--- src/rtl/switch_debouncer_pkg.sv ---
// Shared constants for the switch debouncer: parameter defaults and the
// memory-mapped addresses the processor uses to reach switches and LEDs.
package switch_debouncer_pkg;

    localparam int N_SW_DEFAULT         = 16;
    localparam int TICK_DIV_DEFAULT     = 50000;
    localparam int STABLE_TICKS_DEFAULT = 4;

    localparam logic [15:0] SW_ADDR  = 16'h8000;
    localparam logic [15:0] LED_ADDR = 16'h8008;

    // Stable counter must be able to hold the value STABLE_TICKS.
    function automatic int cnt_width(input int stable_ticks);
        return $clog2(stable_ticks + 1);
    endfunction

endpackage

--- src/rtl/switch_debouncer_debounce_cell.sv ---
// One debounced switch bit: 2-flop synchronizer, stable-sample counter and
// the accepted output level. Advances only on prescaler ticks.
module debounce_cell
    import switch_debouncer_pkg::*;
#(
    parameter int STABLE_TICKS = STABLE_TICKS_DEFAULT
) (
    input  logic i_mclk,
    input  logic i_reset,
    input  logic i_raw,
    input  logic i_tick,
    output logic o_bit,
    output logic o_accept
);

    localparam int                 CNT_W    = cnt_width(STABLE_TICKS);
    localparam logic [CNT_W-1:0]   CNT_LAST = CNT_W'(STABLE_TICKS - 1);

    logic             r_meta;
    logic             r_sync;
    logic             r_bit;
    logic [CNT_W-1:0] r_cnt;
    logic             w_differ;

    assign w_differ = r_sync ^ r_bit;
    assign o_accept = i_tick & w_differ & (r_cnt == CNT_LAST);
    assign o_bit    = r_bit;

    // NOTE: sequential state uses non-blocking assignments so every flop
    // samples pre-edge values; blocking here would collapse the 2-flop chain.
    always_ff @(posedge i_mclk or negedge i_reset) begin
        if (!i_reset) begin
            r_meta <= 1'b0;
            r_sync <= 1'b0;
        end else begin
            r_meta <= i_raw;
            r_sync <= r_meta;
        end
    end

    always_ff @(posedge i_mclk or negedge i_reset) begin
        if (!i_reset) begin
            r_cnt <= '0;
            r_bit <= 1'b0;
        end else if (i_tick) begin
            if (!w_differ) begin
                r_cnt <= '0;
            end else if (r_cnt == CNT_LAST) begin
                r_bit <= r_sync;
                r_cnt <= '0;
            end else begin
                r_cnt <= r_cnt + CNT_W'(1);
            end
        end
    end

endmodule

--- src/rtl/switch_debouncer.sv ---
// Debounces N_SW board switches for the processor's switch read word and
// reports per-bit sticky change flags plus a one-cycle change pulse.
module switch_debouncer
    import switch_debouncer_pkg::*;
#(
    parameter int N_SW         = N_SW_DEFAULT,
    parameter int TICK_DIV     = TICK_DIV_DEFAULT,
    parameter int STABLE_TICKS = STABLE_TICKS_DEFAULT
) (
    input  logic            i_mclk,
    input  logic            i_reset,
    input  logic [N_SW-1:0] i_sw,
    input  logic            i_clr,
    output logic [N_SW-1:0] o_sw,
    output logic            o_change,
    output logic [N_SW-1:0] o_changed
);

    localparam int                 PRESC_W    = $clog2(TICK_DIV);
    localparam logic [PRESC_W-1:0] PRESC_LAST = PRESC_W'(TICK_DIV - 1);

    if (TICK_DIV < 2 || TICK_DIV > (1 << 20)) begin : g_bad_tick_div
        $error("switch_debouncer: TICK_DIV out of range 2..2^20");
    end
    if (STABLE_TICKS < 1 || STABLE_TICKS > 15) begin : g_bad_stable
        $error("switch_debouncer: STABLE_TICKS out of range 1..15");
    end

    logic [PRESC_W-1:0] r_presc;
    logic               w_tick;
    logic [N_SW-1:0]    w_accept;
    logic               r_change;
    logic [N_SW-1:0]    r_changed;

    assign w_tick = (r_presc == PRESC_LAST);

    always_ff @(posedge i_mclk or negedge i_reset) begin
        if (!i_reset) begin
            r_presc <= '0;
        end else if (w_tick) begin
            r_presc <= '0;
        end else begin
            r_presc <= r_presc + PRESC_W'(1);
        end
    end

    for (genvar g = 0; g < N_SW; g++) begin : g_cell
        debounce_cell #(
            .STABLE_TICKS (STABLE_TICKS)
        ) u_cell (
            .i_mclk   (i_mclk),
            .i_reset  (i_reset),
            .i_raw    (i_sw[g]),
            .i_tick   (w_tick),
            .o_bit    (o_sw[g]),
            .o_accept (w_accept[g])
        );
    end

    // A new acceptance is ORed in after the clear, so set wins over i_clr.
    always_ff @(posedge i_mclk or negedge i_reset) begin
        if (!i_reset) begin
            r_change  <= 1'b0;
            r_changed <= '0;
        end else begin
            r_change  <= |w_accept;
            r_changed <= (r_changed & ~{N_SW{i_clr}}) | w_accept;
        end
    end

    assign o_change  = r_change;
    assign o_changed = r_changed;

endmodule

--- config.mk ---
export PLATFORM = sky130hd
export DESIGN_NAME = switch_debouncer
export DESIGN_NICKNAME = d
export VERILOG_FILES = /design/src/rtl/switch_debouncer_pkg.sv /design/src/rtl/switch_debouncer_debounce_cell.sv /design/src/rtl/switch_debouncer.sv
export SDC_FILE = /design/constraint.sdc
export NUM_CORES = 1
export LEC_CHECK = 0
export BUFFER_PORTS_ARGS = -buffer_cell sky130_fd_sc_hd__buf_2
export CORE_AREA = 3 3 121 123
export CTS_CLUSTER_SIZE = 16
export DETAILED_ROUTE_END_ITERATION = 7
export DIE_AREA = 0 0 124 126
export PLACE_DENSITY = 0.57
export SLEW_MARGIN = 20
export SYNTH_ARGS = -nofsm -noshare
export SYNTH_HDL_FRONTEND = slang
export SYNTH_SLANG_ARGS = --single-unit
--- constraint.sdc ---
create_clock -name i_mclk -period 2.06 [get_ports i_mclk]
set_input_delay 0.412 -clock i_mclk [delete_from_list [all_inputs] [get_ports i_mclk]]
set_output_delay 0.412 -clock i_mclk [all_outputs]
set_load 0.005 [all_outputs]
# Yosys cells after proc, flatten, opt, wreduce, memory -nomap -nowiden
# Cells that the tools add are included.
[word_totals]
input_bits = 19
reg_bits = 129
[classes]
eq_ne = 17
bitwise_logic = 51
n_addsub = 17
muxes = 33
reduce_logical = 17
[op_table]
columns = ["operator", "count"]
rows = [
  ["$mux W3", 32],
  ["$add A3 B1 Y3 const B", 16],
  ["$eq A3 B2 Y1 const B", 16],
  ["$reduce_and A3 Y1", 16],
  ["$and A1 B1 Y1", 32],
  ["$add A16 B1 Y16 const B", 1],
  ["$and A16 B16 Y16", 1],
  ["$eq A16 B16 Y1 const B", 1],
  ["$mux W16", 1],
  ["$not A16 Y16", 1],
  ["$or A16 B16 Y16", 1],
  ["$reduce_or A16 Y1", 1],
  ["$xor A1 B1 Y1", 16],
]

# Logic depth before layout (Yosys ltp)
[logic_depth]
word_depth = 4
depth_mapped = 9

# Modules after synthesis
# A second synthesis with hierarchy kept.
[unflattened]
hier_cells = 447
area_unflattened_um2 = 5413.9
[by_module_without_submodules]
columns = ["mod", "area_each_um2", "instances", "cells_per_inst"]
rows = [
  ["debounce_cell", 254.0, 16, 21],
  ["switch_debouncer", 1350.0, 1, 111],
]

# Least setup slack after synthesis
# Ideal clock, no wire load.
[synth_timing]
kind = "register to register"
startpoint = "reg r_presc[0]"
endpoint = "reg g_cell[15].u_cell.r_bit"
required_ns = 1.935
synth_period_minus_slack_ns = 1.850
arrival_time_ns = 1.725
path_stages_with_launch = 9
path_slack_ns = 0.210
path_cell_list = "dfrtp_1 > ha_1 > buf_2 > and4_1 > and4_1 > buf_4 > buf_6 > nand2_1 > mux2_2"
[synth_via]
elab_chain_cells = 2
[synth_rtl]
columns = ["element", "line_no", "text"]
rows = [
  ["start: declaration", "switch_debouncer.sv:29", "logic [PRESC_W-1:0] r_presc;"],
  ["start signal: assignment", "switch_debouncer.sv:43", "r_presc <= r_presc + PRESC_W'(1);"],
  ["$eq A16 B16 Y1", "switch_debouncer.sv:35", "assign w_tick = (r_presc == PRESC_LAST);"],
  ["$reduce_and A3 Y1 (no line)", "n/a", ""],
  ["end signal: assignment", "switch_debouncer_debounce_cell.sv:49", "r_bit <= r_sync;"],
  ["end: declaration", "switch_debouncer_debounce_cell.sv:21", "logic r_bit;"],
]
# Every way passes these cells.
# A chain may end at the register's enable or synchronous reset.

# Worst setup path in the final report
[layout_timing]
startpoint = "reg r_presc[0]"
endpoint = "reg g_cell[6].u_cell.r_bit"
[layout_via]
elab_chain_cells = 2
[layout_rtl]
columns = ["element", "line_no"]
rows = [
  ["$eq A16 B16 Y1", "switch_debouncer.sv:35"],
  ["$reduce_and A3 Y1 (no line)", "n/a"],
  ["end signal: assignment", "switch_debouncer_debounce_cell.sv:49"],
  ["end: declaration", "switch_debouncer_debounce_cell.sv:21"],
]
# Every way passes these cells.

==> results.toml <==
[status]
status = "complete, no violations"

[clock_network]
cts.repair_timing.setup_buffer_count = 0
cts_tree = "done"
clock-sinks = 129
clk_latency_ns = 0.41
clock_path_buffers = 2
numCtsBuffers = 17
clockRootBuffer = "clkbuf_16"
htree_levels = 4
clk_pin_slew_ns = 0.06

[hold_path]
min-delay-start = "i_sw[14]"
hold_path_class = "primary input to flip-flop"
hold_depth = 1
hold-path-endpoint = "g_cell[14].u_cell.r_meta"

[synthesis]
ys_types = 36
syn_nets = 524
syn_inst = 488
synth_area_leaders = "dfrtp_1, nand2_1, ha_1, xnor2_1, nor2_1"
synth_warnings = 0
seq_area_frac_synth_pct = 59.3
synth_top_area_share_pct = 59.3
synth_area_leader_cell = "dfrtp_1"
synth-seq-cells = 129
syn-cell-area_um2 = 5440
syn_area_per_cell_um2 = 11.1

[global_route]
grt_overflow = 0
grt_max_degree = 54
antenna_found_initial = 0
first_global_vias = 3679
grt_usage_pct = 14.4
grt_pass1_wl_um = 17500

[critical_path]
critPathKind = "flip-flop to flip-flop"
r2r_end = "g_cell[6].u_cell.o_bit"
reg2reg_depth = 6
required_ns = 2.35
path_buf_inv = 1
crit_fanout = 16
r2r-start = "r_presc[0]"
cp_cell_sequence = "ha_1, and4_1, and4_2, buf_4, nand2_1, mux2_1"
crit_start = "r_presc[0]"
cp_data_arrival_time_ns = 2.19
cp_top_family = "simple AND/OR/NAND/NOR gates"
reg2reg_slack_ns = 0.15
end_kind = "flip-flop"
cp-start-kind = "flip-flop"
cp.depth = 6
critPathMaxStageDelay_ns = 0.38
slowest_stage = "dfrtp_1"

[route]
dr.pass1.iters = 4
vias = 3594
avgRoutedWirePerCell_um = 13.7
drt_wl_total_um = 10100
ant_nets = 0
viasPerCell = 4.90
dr.first_iter.drc_count = 100
drc = 0

[sta]
slew_headroom_pct = 63.3
final_max_slew_viol_count = 0
max_freq_mhz = 525
hold_viol = 0
clock_skew_ns = 0.00589
setup_viol = 0
tightest_slew_ns = 0.549
finalCritPeriodShare_pct = 92.5
setup_tns_ns = 0
finalCriticalPeriod_ns = 1.91
layout_setup_ws_ns = 0.155
whs_ns = 0.106
rsz0062_at_grt = "no"

[finish]
final_net_count = 576
instances_no_fill = 733
layout_commonest_cell = "dfrtp_1"
final_cell_mix = "dfrtp_1, nand2_1, buf_2"
drive_gt1_share_pct = 18.1
diodes = 0
area_growth_pct = 20.0

[run]
drv_cap = 0

[power_and_ir_drop]
p_leak_uw = 0.00321
p_per_area_nw_per_um2 = 929
irDropWorstVdd_mv = 0.519

[die]
die-area_um2 = 15600
io-pin-count = 52
die-width_um = 124
rows = 43
coreArea_um2 = 13800
start_util_pct = 39.5
die_y_um = 126

[placed_design]
place_hpwl_um = 6710
place_ws_ns = 0.113
dp_cells = 700
gp_congestion = 0.806
io_buffer_count = 51
per-stage QoR:
step           area, um^2  total power, uW  utilization, %
2_1_floorplan        5440             2660               -
3_3_place_gp         5840             2750            42.4
3_5_place_dp         5840             2760            42.4
4_1_cts              6530             6140            47.4
5_1_grt              6530             6270            47.4
6_report             6530             6060            47.4
area by class of cell:
type                            count  area (um^2)
Timing Repair Buffer               62          380
Tap cell                          180          225
Sequential cell                   129         3230
Inverter                           28          105
Fill cell                        1289         7250
Multi-Input combinational cell    302         1920
Clock inverter                      9          175
Clock buffer                       23          498
what timing repair did:
action | 4_1_cts | 5_1_grt
gates resized for setup | 0 | 1
setup endpoints to repair | 0 | 1
hold buffers | 1 | 0
hold endpoints to repair | 31 | 0
cell families (layout without fill, tap and decap cells):
family	count (synthesis)	after routing	share of synthesized area [%]
xor gates and xnor gates	29	29	4.67
AOI/OAI and AO/OA	52	52	6.35
and+or+nand+nor	187	187	16.7
adders and majority gates	17	17	3.91
DFF	129	129	59.3
buffers and inverters	57	122	5.50
muxes	17	17	3.50
per-layer routing:
layer | routed length, um | GRT usage [%] | vias to the layer above
li1 | - | - | 1742
met2 | 4670 | 21.6 | 80
met1 | 4740 | 19.1 | 1757
met5 | 0 | 0 | -
met4 | 159 | 6.83 | 0
met3 | 483 | 4.22 | 15
synth_stat cells:
library cell,count
and3b_1,1
a21oi_1,6
clkbuf_1,5
buf_6,2
nand3_1,27
and2_1,3
and4bb_2,1
inv_1,28
nor4b_1,2
o22ai_1,10
nor4_1,5
buf_2,5
and4_1,3
mux2_2,5
a2111oi_0,1
xnor2_1,23
nor3b_1,6
nor4_2,1
a21o_1,1
xor2_1,6
nand4_1,8
nor3_1,1
ha_1,17
o21a_1,10
buf_4,17
nor2_1,42
o41ai_1,10
nor2b_1,19
a41oi_1,1
nand2_1,63
and3_1,2
mux2_1,11
nand3b_1,3
o21ai_0,13
dfrtp_1,129
mux2i_1,1
power breakdown:
part | switching [uW] | leakage [uW] | internal (uW)
Combinational | 86.4 | 0.00117 | 39.0
Sequential | 14.9 | 0.00171 | 2570
Clock | 1050 | 0.000325 | 2300
flip-flops by register name (all words and copies together), names as in the netlist:
signal and count:
o_changed 16, g_cell.u_cell.o_bit 16, g_cell.u_cell.r_sync 16, g_cell.u_cell.r_cnt 48, r_presc 16, o_change 1, g_cell.u_cell.r_meta 16
worst max-delay path by stage:
stage	end
finish	g_cell[6].u_cell.o_bit
global route	g_cell[6].u_cell.o_bit
CTS	o_change
detailed placement	o_change
global placement	o_change
floorplan	g_cell[15].u_cell.o_bit
worst register-to-register path, delay by kind of cell, from the launching register on:
family        cells  cell delay [ns]
fa+ha+maj         1             0.24
buf+inv           1             0.23
flops             1             0.38
mux               1             0.32
simple gates      3             0.62
Note: power is estimated with default switching activity, not from simulation.
